--- src/rtl/ccu_pkg.sv ---
// Shared definitions for the CCU link framer (pack) and deframer (unpack).
// Holds the framing FSM states, sync bytes, field widths and the checksum step.
package ccu_pkg;

  localparam int CCU_LEN_W = 13;
  localparam int CCU_ID_W  = 16;

  localparam logic [7:0] CCU_SYNC0 = 8'hA5;
  localparam logic [7:0] CCU_SYNC1 = 8'h5A;

  typedef enum logic [3:0] {
    S_IDLE  = 4'd0,
    S_SYNC0 = 4'd1,
    S_SYNC1 = 4'd2,
    S_ID_H  = 4'd3,
    S_ID_L  = 4'd4,
    S_TYPE  = 4'd5,
    S_LEN_H = 4'd6,
    S_LEN_L = 4'd7,
    S_DATA  = 4'd8,
    S_CSUM  = 4'd9
  } ccu_state_e;

  // Modulo-256 running checksum step used on both sides of the link.
  function automatic logic [7:0] csum_add(input logic [7:0] acc, input logic [7:0] b);
    return acc + b;
  endfunction

endpackage

--- src/rtl/ccu_pack_if.sv ---
// Framer bus: packet fields from the system FSM in, framed byte stream out.
// The slave modport is the framer; the master modport is its environment.
interface ccu_pack_if;
  import ccu_pkg::*;

  logic                 pack_dv;
  logic [CCU_ID_W-1:0]  pack_pack_id;
  logic [CCU_LEN_W-1:0] pack_pack_length;
  logic [7:0]           pack_pack_type;
  logic [7:0]           pack_pack_data;
  logic                 pack_busy;

  logic [7:0]           tx_data;
  logic                 tx_valid;
  logic                 tx_ready;

  modport master (
    output pack_dv, pack_pack_id, pack_pack_length, pack_pack_type, pack_pack_data,
    input  pack_busy,
    input  tx_data, tx_valid,
    output tx_ready
  );

  modport slave (
    input  pack_dv, pack_pack_id, pack_pack_length, pack_pack_type, pack_pack_data,
    output pack_busy,
    output tx_data, tx_valid,
    input  tx_ready
  );

endinterface

--- src/rtl/ccu_pack.sv ---
// CCU transmit framer: sync, header, payload and checksum serialised onto a
// valid/ready byte stream. Outputs are decoded from registers only.
module ccu_pack
  import ccu_pkg::*;
#(
  parameter logic [7:0] SYNC0 = CCU_SYNC0,
  parameter logic [7:0] SYNC1 = CCU_SYNC1
) (
  input  logic       clk,
  input  logic       rstn,
  ccu_pack_if.slave  bus
);

  ccu_state_e           state_r, state_nxt_s;
  logic [CCU_ID_W-1:0]  id_r;
  logic [7:0]           type_r;
  logic [CCU_LEN_W-1:0] len_r;
  logic [7:0]           hold_r;
  logic                 hold_full_r;
  logic [CCU_LEN_W-1:0] acc_cnt_r;
  logic [CCU_LEN_W-1:0] sent_cnt_r;
  logic [7:0]           csum_r;

  logic                 busy_s;
  logic                 accept_s;
  logic                 beat_s;
  logic                 last_data_s;
  logic                 csum_en_s;
  logic [7:0]           tx_data_s;
  logic                 tx_valid_s;

  // Flow-control decode; busy never depends on pack_dv or tx_ready.
  always_comb begin
    busy_s = 1'b0;
    if (hold_full_r || (state_r == S_CSUM)) begin
      busy_s = 1'b1;
    end else if ((state_r != S_IDLE) && (acc_cnt_r == len_r)) begin
      busy_s = 1'b1;
    end else begin
      busy_s = 1'b0;
    end
  end

  assign accept_s    = bus.pack_dv && !busy_s;
  assign beat_s      = tx_valid_s && bus.tx_ready;
  assign last_data_s = ((sent_cnt_r + 13'd1) == len_r);

  // State register.
  always_ff @(posedge clk or negedge rstn) begin
    if (!rstn) begin
      state_r <= S_IDLE;
    end else begin
      state_r <= state_nxt_s;
    end
  end

  // Next-state logic: every framing state advances on its own output beat.
  always_comb begin
    state_nxt_s = state_r;
    case (state_r)
      S_IDLE:  if (accept_s) state_nxt_s = S_SYNC0; else state_nxt_s = S_IDLE;
      S_SYNC0: if (beat_s) state_nxt_s = S_SYNC1; else state_nxt_s = S_SYNC0;
      S_SYNC1: if (beat_s) state_nxt_s = S_ID_H;  else state_nxt_s = S_SYNC1;
      S_ID_H:  if (beat_s) state_nxt_s = S_ID_L;  else state_nxt_s = S_ID_H;
      S_ID_L:  if (beat_s) state_nxt_s = S_TYPE;  else state_nxt_s = S_ID_L;
      S_TYPE:  if (beat_s) state_nxt_s = S_LEN_H; else state_nxt_s = S_TYPE;
      S_LEN_H: if (beat_s) state_nxt_s = S_LEN_L; else state_nxt_s = S_LEN_H;
      S_LEN_L: begin
        if (beat_s) begin
          state_nxt_s = (len_r != 13'd0) ? S_DATA : S_CSUM;
        end else begin
          state_nxt_s = S_LEN_L;
        end
      end
      S_DATA:  if (beat_s && last_data_s) state_nxt_s = S_CSUM; else state_nxt_s = S_DATA;
      S_CSUM:  if (beat_s) state_nxt_s = S_IDLE;  else state_nxt_s = S_CSUM;
      default: state_nxt_s = S_IDLE;
    endcase
  end

  // Output decode: tx byte and valid come straight from state and datapath registers.
  always_comb begin
    tx_data_s  = 8'h00;
    tx_valid_s = 1'b1;
    csum_en_s  = 1'b1;
    case (state_r)
      S_IDLE:  begin tx_data_s = 8'h00; tx_valid_s = 1'b0; csum_en_s = 1'b0; end
      S_SYNC0: begin tx_data_s = SYNC0; csum_en_s = 1'b0; end
      S_SYNC1: begin tx_data_s = SYNC1; csum_en_s = 1'b0; end
      S_ID_H:  tx_data_s = id_r[15:8];
      S_ID_L:  tx_data_s = id_r[7:0];
      S_TYPE:  tx_data_s = type_r;
      S_LEN_H: tx_data_s = {3'b000, len_r[12:8]};
      S_LEN_L: tx_data_s = len_r[7:0];
      S_DATA:  begin tx_data_s = hold_r; tx_valid_s = hold_full_r; end
      S_CSUM:  begin tx_data_s = csum_r; csum_en_s = 1'b0; end
      default: begin tx_data_s = 8'h00; tx_valid_s = 1'b0; csum_en_s = 1'b0; end
    endcase
  end

  assign bus.pack_busy = busy_s;
  assign bus.tx_data   = tx_data_s;
  assign bus.tx_valid  = tx_valid_s;

  // Datapath: header latch, payload hold register, counters and checksum.
  // An accept and a header beat may coincide; in DATA they are mutually exclusive
  // because an accept needs an empty hold register and a beat needs a full one.
  always_ff @(posedge clk or negedge rstn) begin
    if (!rstn) begin
      id_r        <= 16'h0000;
      type_r      <= 8'h00;
      len_r       <= 13'd0;
      hold_r      <= 8'h00;
      hold_full_r <= 1'b0;
      acc_cnt_r   <= 13'd0;
      sent_cnt_r  <= 13'd0;
      csum_r      <= 8'h00;
    end else begin
      if (accept_s) begin
        if (state_r == S_IDLE) begin
          id_r       <= bus.pack_pack_id;
          type_r     <= bus.pack_pack_type;
          len_r      <= bus.pack_pack_length;
          csum_r     <= 8'h00;
          sent_cnt_r <= 13'd0;
          if (bus.pack_pack_length != 13'd0) begin
            hold_r      <= bus.pack_pack_data;
            hold_full_r <= 1'b1;
            acc_cnt_r   <= 13'd1;
          end else begin
            acc_cnt_r   <= 13'd0;
          end
        end else begin
          hold_r      <= bus.pack_pack_data;
          hold_full_r <= 1'b1;
          acc_cnt_r   <= acc_cnt_r + 13'd1;
        end
      end
      if (beat_s) begin
        if (csum_en_s) begin
          csum_r <= csum_add(csum_r, tx_data_s);
        end
        if (state_r == S_DATA) begin
          hold_full_r <= 1'b0;
          sent_cnt_r  <= sent_cnt_r + 13'd1;
        end
      end
    end
  end

endmodule

--- src/flat_wrapper.sv ---
// flat-port wrapper written by rule: the top's interface ports become plain ports
module ccu_pack_flat import ccu_pkg::*;
#(
  parameter logic [7:0] SYNC0 = CCU_SYNC0,
  parameter logic [7:0] SYNC1 = CCU_SYNC1
)
  (clk, rstn, bus_pack_dv, bus_pack_pack_id, bus_pack_pack_length, bus_pack_pack_type, bus_pack_pack_data, bus_pack_busy, bus_tx_data, bus_tx_valid, bus_tx_ready);
  ccu_pack_if bus_i ();
  input  logic clk;
  input  logic rstn;
  input wire logic [$bits(bus_i.pack_dv)-1:0] bus_pack_dv;
  input wire logic [$bits(bus_i.pack_pack_id)-1:0] bus_pack_pack_id;
  input wire logic [$bits(bus_i.pack_pack_length)-1:0] bus_pack_pack_length;
  input wire logic [$bits(bus_i.pack_pack_type)-1:0] bus_pack_pack_type;
  input wire logic [$bits(bus_i.pack_pack_data)-1:0] bus_pack_pack_data;
  output wire logic [$bits(bus_i.pack_busy)-1:0] bus_pack_busy;
  output wire logic [$bits(bus_i.tx_data)-1:0] bus_tx_data;
  output wire logic [$bits(bus_i.tx_valid)-1:0] bus_tx_valid;
  input wire logic [$bits(bus_i.tx_ready)-1:0] bus_tx_ready;
  assign bus_i.pack_dv = bus_pack_dv;
  assign bus_i.pack_pack_id = bus_pack_pack_id;
  assign bus_i.pack_pack_length = bus_pack_pack_length;
  assign bus_i.pack_pack_type = bus_pack_pack_type;
  assign bus_i.pack_pack_data = bus_pack_pack_data;
  assign bus_pack_busy = bus_i.pack_busy;
  assign bus_tx_data = bus_i.tx_data;
  assign bus_tx_valid = bus_i.tx_valid;
  assign bus_i.tx_ready = bus_tx_ready;
  ccu_pack #(.SYNC0(SYNC0), .SYNC1(SYNC1)) u_core (.clk(clk), .rstn(rstn), .bus(bus_i));
endmodule
--- config.mk ---
export PLATFORM = sky130hd
export DESIGN_NAME = ccu_pack_flat
export DESIGN_NICKNAME = d
export VERILOG_FILES = /design/src/rtl/ccu_pkg.sv /design/src/rtl/ccu_pack_if.sv /design/src/rtl/ccu_pack.sv /design/src/flat_wrapper.sv
export SDC_FILE = /design/constraint.sdc
export NUM_CORES = 1
export LEC_CHECK = 0
export CORE_MARGIN = 2
export CORE_UTILIZATION = 61
export DETAILED_ROUTE_END_ITERATION = 16
export PLACE_DENSITY = 0.95
export SYNTH_ARGS = -nofsm -noshare
export SYNTH_HDL_FRONTEND = slang
export SYNTH_SLANG_ARGS = --single-unit
--- constraint.sdc ---
create_clock -name clk -period 7.4 [get_ports clk]
set_input_delay 1.11 -clock clk [delete_from_list [all_inputs] [get_ports clk]]
set_output_delay 1.11 -clock clk [all_outputs]
set_load 0.005 [all_outputs]
==> implementation parameters, run 1 <==
Parameter                              Value

Power and ir drop
  Overall power consumption    about 0.0022 W
  Static leakage power    between 2 and 2.5 nW
  Peak supply drop    0.0002465 V
  Total power density per cell area    388.3 mW/mm²

Cells and area
  Fraction of final layout cells with drive strength greater than 1    13.44%
  Filler Cell Count    614
  Area used by sequential logic in the layout    0.002102 mm²
  Final net count    597
  Antenna diode count    0
  Most frequent standard cell in the layout excluding fill and tap cells    sky130_fd_sc_hd__dfrtp_1
  Multi-input gate area    ~0.0027 mm²
  Area growth from synthesis to layout    15.09%
  Highest-count cells in the layout ignoring fill and taps    sky130_fd_sc_hd__dfrtp_1 (84), sky130_fd_sc_hd__clkdlybuf4s50_1 (57), sky130_fd_sc_hd__mux2_2 (49)

Global route
  GR met2 Demand/Resource    48.52%
  Antenna violations before repair    0
  Highest-utilization routing layer at the global route stage    met2
  Number of global-route vias before repair    roughly 4300
  Met1 routing resource usage after global routing    37.20%
  Global routing met3 resource utilization    under 10%
  Total overflow reported by the global router    0
  Wire length of the first global-routing pass    roughly 20000 µm
  Total GRT Usage    29.43%
  Largest net degree at the start of global routing    85

Floorplanning
  Effective utilization at floorplan    61.87%
  Number of rows created at floorplan    33
  Total Die Area    0.008949 mm²
  Horizontal die dimension    ~95 µm
  Core outline area    0.008093 mm²
  Count of boundary I/O pins    ~60
  Die Span Y    between 90 and 100 µm

Synthesis
  Number of nets produced by synthesis    about 560
  Number of different library cells in the post-synthesis netlist    59
  Count of flip-flops with a built-in enable after synthesis    0
  Share of async-settable or async-resettable flops after synthesis    100.0%
  Number of cells produced by synthesis    502
  Cell type with the largest total area after synthesis    sky130_fd_sc_hd__dfrtp_1
  Avg Synthesized Cell Area    9.975 µm²
  Sequential area share after synthesis    41.98%
  Post-synth top flop    sky130_fd_sc_hd__dfrtp_1
  Cell area after synthesis    0.005007 mm²
  Biggest area contributors in the synthesized netlist    sky130_fd_sc_hd__dfrtp_1 (42%), sky130_fd_sc_hd__mux2_2 (11%), sky130_fd_sc_hd__xnor2_1 (4.5%)
  #FFs+latches synth    84
  Share of the synthesized area in the top cell type    roughly two fifths
  Number of warnings reported in the yosys synthesis log    0

STA
  Setup Skew    between 6 and 7 ps
  Period Utilization, post-route    60.08%
  Total of endpoints with negative setup slack in the final report    0
  Number of endpoints with negative hold slack in the final report    0
  Relative slew slack    25.95%
  Post-layout minimum cycle time    4446 ps
  RSZ-0062 raised after global routing    no
  Achievable Freq    224.9 MHz
  Transition at the pin with the smallest max-transition slack    roughly 1100 ps
  Slew Limit Fails    0
  Setup tns final    0 ps

Critical path
  Critical path capture point type    output port
  CP required    6290 ps
  Largest fanout on the critical path    25
  Critical path class    register to output port
  Kind of start point of the critical path    register
  Data arrival at the endpoint of the critical path    around 3300 ps

Routing
  Number of routed nets with antenna violations    0
  Mean number of vias per cell    6.512
  Number of iterations in the first detailed-routing pass    7
  Vias post-DR    4220
  Residual DRC    0
  Violation count after the first detailed-route iteration    roughly 400
  Wire length per cell    between 15 and 20 µm
  Drt total wl    around 12000 µm

Clocking
  Root buffer cell    sky130_fd_sc_hd__clkbuf_8
  Clk Latency, worst-skew pair    370 ps
  Clk pin slew, worst setup/hold paths    90 ps
  Number of gates resized after cts    0
  CTS Hold Buffers Added    0
  Buffers inserted by post-CTS timing repair    0
  Buffers from clock root to sink, at most    2
  Number of H-tree levels    3
  Number of buffers created by CTS    9
  Total number of clock tree sinks    84
  Clock tree from TritonCTS    yes

Place
  Number of port buffers    58
  Global placer's final weighted congestion    0.8779
  DP Wirelength    between 8000 and 9000 µm

Job
  Max-Cap Viols    0

Run status
  Result of the run    complete, no violations

Hold path
  Worst hold path type    register to register
critical path, stage by stage, from the launching register on:
cell	delay, ps
sky130_fd_sc_hd__dfrtp_1	960
sky130_fd_sc_hd__inv_1	380
sky130_fd_sc_hd__o211a_1	310
sky130_fd_sc_hd__a31oi_1	140
sky130_fd_sc_hd__o22ai_1	100
sky130_fd_sc_hd__a211oi_1	480
sky130_fd_sc_hd__inv_1	130
sky130_fd_sc_hd__clkdlybuf4s50_1	470
cell usage after synthesis, drive strengths merged, types with 12 or more instances:
library cell	number
a21oi	12
and3	12
buf	18
clkbuf	15
dfrtp	84
mux2	49
nand2	24
nand3	24
nor2	33
o21ai	43
o31ai	16
xnor2	26
xor2	13
layout make-up:
class | instances | area share [%]
Sequential cell | 84 | 36.47
Clock inverter | 6 | 1.107
Clock buffer | 10 | 2.388
Inverter | 11 | 0.7165
Multi-Input combinational cell | 374 | 47.00
Timing Repair Buffer | 58 | 10.03
Tap cell | 105 | 2.280
path summary, 6_finish.rpt:
path,slack (ps),cells past startpoint,startpoint,end
worst min-delay path,510,1,u_core.sent_cnt_r[12]$_DFF_PN0_,u_core.sent_cnt_r[12]$_DFF_PN0_
worst min register to register,510,1,u_core.sent_cnt_r[12]$_DFF_PN0_,u_core.sent_cnt_r[12]$_DFF_PN0_
max in group asynchronous,5810,1,rstn,u_core.id_r[1]$_DFFE_PN0P_
worst max register to register,3310,13,u_core.state_r[0]$_DFF_PN0_,u_core.csum_r[7]$_DFF_PN0_
worst max-delay path,2950,7,u_core.state_r[0]$_DFF_PN0_,bus_tx_data[1]
min in group asynchronous,900,1,rstn,u_core.sent_cnt_r[4]$_DFF_PN0_
routing by layer:
layer	share of wire (%)	routed length, µm	up-vias
li1	-	-	1913
met1	40	4959	2027
met2	50	6124	233
met3	7.1	879	47
met4	3.3	402	0
met5	0	0	-
kinds of logic (layout without fill, tap and decap cells):
kind of cell / count (synthesis) / in the layout / share of synthesized area, %
adders and majority gates: 10 / 10 / 2.649
and+or+nand+nor: 147 / 147 / 15.97
buffers and inverters: 44 / 85 / 3.948
muxes: 56 / 56 / 12.67
AOI/OAI and AO/OA: 122 / 122 / 15.97
xor gates and xnor gates: 39 / 39 / 6.822
DFF: 84 / 84 / 41.98
sequential cells by signal, indices dropped and copies added (netlist names):
| name | flops |
|---|---|
| u_core.csum_r | 8 |
| u_core.hold_full_r | 1 |
| u_core.acc_cnt_r | 13 |
| u_core.id_r | 16 |
| u_core.state_r | 4 |
| u_core.hold_r | 8 |
| u_core.type_r | 8 |
| u_core.len_r | 13 |
| u_core.sent_cnt_r | 13 |
where the power goes:
group	total, W	switching, W	internal [W]
logic	0.00100	0.000468	0.000533
registers	0.000897	0.000272	0.000625
clock network	0.000339	0.000175	0.000164
total	0.00224	0.000915	0.00132
stage by stage:
step	cell area [µm²]	setup slack [ps]	hold WS (ps)	util, %	cells
3_3_place_gp	5562	3516	480.6	68.72	632
5_1_grt	5763	2681	529.5	71.21	648
4_1_cts	5763	3010	507.5	71.21	648
3_5_place_dp	5562	3403	494.9	68.72	632
6_report	5763	2954	505.2	71.21	648
2_1_floorplan	5007	4251	466.0	-	502
Power figures use the tool's default switching activity.
==> inputs of run 2 (changes only) <==
--- a/config.mk
+++ b/config.mk
@@ -6,9 +6,9 @@
 export NUM_CORES = 1
 export LEC_CHECK = 0
 export CORE_MARGIN = 2
-export CORE_UTILIZATION = 61
+export CORE_UTILIZATION = 57
 export DETAILED_ROUTE_END_ITERATION = 16
-export PLACE_DENSITY = 0.95
+export PLACE_DENSITY = 0.92
 export SYNTH_ARGS = -nofsm -noshare
 export SYNTH_HDL_FRONTEND = slang
 export SYNTH_SLANG_ARGS = --single-unit
==> constraint.sdc (replaced) <==
create_clock -name clk -period 4.46 [get_ports clk]
set_input_delay 0.669 -clock clk [delete_from_list [all_inputs] [get_ports clk]]
set_output_delay 0.669 -clock clk [all_outputs]
set_load 0.005 [all_outputs]
==> run 2 against run 1 <==
Compared with the run above:
- core utilization decreased by 4.0 points
- clock-buffer cell count unchanged
- final area increased by 0.74%
- non-clock buffer count increased by 4
- critical path type is now register to register
==> implementation parameters, run 2 (same netlist as run 1, synthesis figures left out) <==
Parameter                              Value

Floorplanning
  Core outline area    0.008636 mm² (+6.7%)
  Effective utilization at floorplan    57.98% (-3.9 points)
  Number of rows created at floorplan    34 (+3.0%)
  Count of boundary I/O pins    59 (unchanged)
  Die Span Y    97.73 µm (+3.3%)
  Total Die Area    0.009550 mm² (+6.7%)
  Horizontal die dimension    97.73 µm (+3.3%)

Hold path
  Worst hold path type    primary input to asynchronous set/reset pin

Job
  Max-Cap Viols    0 (unchanged)

STA
  Setup tns final    0 ps (unchanged)
  RSZ-0062 raised after global routing    no
  Setup Skew    12.80 ps (+5.963 ps)
  Transition at the pin with the smallest max-transition slack    1073 ps (-37.33 ps)
  Total of endpoints with negative setup slack in the final report    0 (unchanged)
  Achievable Freq    259.2 MHz
  Period Utilization, post-route    86.51%
  Post-layout minimum cycle time    about 3900 ps
  Relative slew slack    27.96% (+2.0 points)
  Number of endpoints with negative hold slack in the final report    0 (unchanged)
  Slew Limit Fails    0 (unchanged)

Critical path
  Largest fanout on the critical path    27 (+8.0%)
  Data arrival at the endpoint of the critical path    4080 ps (+740 ps)
  Critical path capture point type    register
  CP required    4680 ps (-1610 ps)
  Critical path class    register to register
  Setup slack of the worst register-to-register path    600 ps (-2710 ps)
  Kind of start point of the critical path    register

Clocking
  Number of H-tree levels    3 (unchanged)
  Buffers inserted by post-CTS timing repair    0 (unchanged)
  Clk pin slew, worst setup/hold paths    90 ps (about the same)
  Number of buffers created by CTS    9 (unchanged)
  Total number of clock tree sinks    84 (unchanged)
  Clock tree from TritonCTS    yes
  Root buffer cell    sky130_fd_sc_hd__clkbuf_8
  CTS Hold Buffers Added    0 (unchanged)
  Buffers from clock root to sink, at most    2 (unchanged)
  Clk Latency, worst-skew pair    370 ps (about the same)
  Number of gates resized after cts    0 (unchanged)

Cells and area
  Area used by sequential logic in the layout    0.002102 mm² (unchanged)
  Final net count    601 (+0.67%)
  Fraction of final layout cells with drive strength greater than 1    14.08% (+0.63 points)
  Area growth from synthesis to layout    15.94%
  Most frequent standard cell in the layout excluding fill and tap cells    sky130_fd_sc_hd__dfrtp_1
  Max reg flops    16 (unchanged)
  Multi-input gate area    0.002709 mm² (unchanged)
  Largest register by flop count    u_core.id_r
  Highest-count cells in the layout ignoring fill and taps    sky130_fd_sc_hd__dfrtp_1 (84), sky130_fd_sc_hd__clkdlybuf4s50_1 (57), sky130_fd_sc_hd__mux2_2 (49)
  Final Instance Area    0.005806 mm² (+0.74%)
  Filler Cell Count    655 (+6.7%)
  Antenna diode count    0 (unchanged)

Routing
  Number of routed nets with antenna violations    0 (unchanged)
  Mean number of vias per cell    6.420 (-1.4%)
  Vias post-DR    4205 (-0.36%)
  Number of iterations in the first detailed-routing pass    5 (-2)
  Residual DRC    0 (unchanged)
  Met1 wire length    5383 µm (+8.6%)
  Top metal layer carrying routed signals    met4
  Detailed route wirelength on metal2    6203 µm (+1.3%)
  Wire length per cell    19.46 µm (+2.0%)
  Drt total wl    12750 µm (+3.1%)
  Violation count after the first detailed-route iteration    399 (-1.2%)
  Sum of met3 wire segment lengths after detailed routing    762 µm (-13%)

Power and ir drop
  Static leakage power    2.446 nW (+0.98%)
  Total power density per cell area    652.6 mW/mm² (+68%)
  Overall power consumption    0.003789 W (+69%)
  Peak supply drop    0.0005479 V (+120%)

Global route
  Number of global-route vias before repair    4172 (-2.5%)
  Total overflow reported by the global router    0 (unchanged)
  Largest net degree at the start of global routing    85 (unchanged)
  Total GRT Usage    27.32% (-2.1 points)
  Wire length of the first global-routing pass    20840 µm (+3.0%)
  Antenna violations before repair    0 (unchanged)

Place
  Cell Area, Placed    0.005595 mm² (+0.61%)
  DP Wirelength    9048 µm (+4.8%)
  Global placer's final weighted congestion    0.9578 (+9.1%)
  Number of port buffers    58 (unchanged)

Run status
  Result of the run    complete, no violations
[run 2: cell count changes in the layout (fill, tap and decap cells not counted)]
cell                         delta
sky130_fd_sc_hd__buf_4          +4
sky130_fd_sc_hd__inv_6          +1
sky130_fd_sc_hd__clkinv_4       +2
sky130_fd_sc_hd__clkinv_2       -2
sky130_fd_sc_hd__clkinvlp_4     -1
[run 2: report_power, final]
group / leakage, nW / internal [W] / switching (W)
clock network: 0.103 / 0.000279 / 0.000301
logic: 1.27 / 0.000906 / 0.000866
registers: 1.07 / 0.00104 / 0.000398
total: 2.45 / 0.00222 / 0.00157
[run 2: worst paths after layout]
check	depth (start not counted)	to	from
worst max-delay path	13	u_core.csum_r[6]$_DFF_PN0_	u_core.state_r[3]$_DFF_PN0_
worst min-delay path	1	u_core.sent_cnt_r[3]$_DFF_PN0_	rstn
worst max register to register	13	u_core.csum_r[6]$_DFF_PN0_	u_core.state_r[3]$_DFF_PN0_
worst min register to register	1	u_core.sent_cnt_r[12]$_DFF_PN0_	u_core.sent_cnt_r[12]$_DFF_PN0_
max in group asynchronous	1	u_core.sent_cnt_r[12]$_DFF_PN0_	rstn
min in group clk	1	u_core.sent_cnt_r[12]$_DFF_PN0_	u_core.sent_cnt_r[12]$_DFF_PN0_
[run 2: worst max-delay path, stage by stage, from the launching register on]
cell	delay, ps
sky130_fd_sc_hd__dfrtp_1	900
sky130_fd_sc_hd__nor2b_1	440
sky130_fd_sc_hd__nor2b_1	370
sky130_fd_sc_hd__a221oi_1	150
sky130_fd_sc_hd__a21oi_1	230
sky130_fd_sc_hd__ha_1	220
sky130_fd_sc_hd__inv_1	60
sky130_fd_sc_hd__fa_1	400
sky130_fd_sc_hd__nor2b_1	130
sky130_fd_sc_hd__o21ai_0	110
sky130_fd_sc_hd__a21boi_0	300
sky130_fd_sc_hd__o21a_1	200
sky130_fd_sc_hd__o21a_1	130
sky130_fd_sc_hd__o31ai_1	70
[run 2: routing by layer]
layer / GRT usage, % / up-vias
li1: - / 1918
met4: 10.90 / 0
met2: 45.20 / 175
met5: 0 / -
met1: 36.18 / 2075
met3: 4.388 / 37
[run 2: per-stage QoR]
stage / util [%] / worst slack, ps / hold WS, ps / cells
floorplan: - / 1311 / 373.4 / 502
global placement: 64.79 / 996.2 / 481.4 / 639
detailed placement: 64.79 / 694.1 / 495.5 / 639
CTS: 67.23 / 688.0 / 513.3 / 655
global route: 67.23 / 337.3 / 543.5 / 655
finish: 67.23 / 601.5 / 451.4 / 655
[run 2: layout make-up]
class                           instances  area share, %
Tap cell                              108          2.328
Clock buffer                           10          2.371
Clock inverter                          6          1.250
Multi-Input combinational cell        374          46.66
Inverter                               11         0.7112
Sequential cell                        84          36.21
Timing Repair Buffer                   62          10.47
==> inputs of run 3 (changes only) <==
--- a/config.mk
+++ b/config.mk
@@ -8,6 +8,7 @@
 export CORE_MARGIN = 2
 export CORE_UTILIZATION = 57
 export DETAILED_ROUTE_END_ITERATION = 16
+export HOLD_SLACK_MARGIN = 0.05
 export PLACE_DENSITY = 0.92
 export SYNTH_ARGS = -nofsm -noshare
 export SYNTH_HDL_FRONTEND = slang
==> results of run 3 <==
No change in the layout: final DEF, timing and power equal those of run 2.
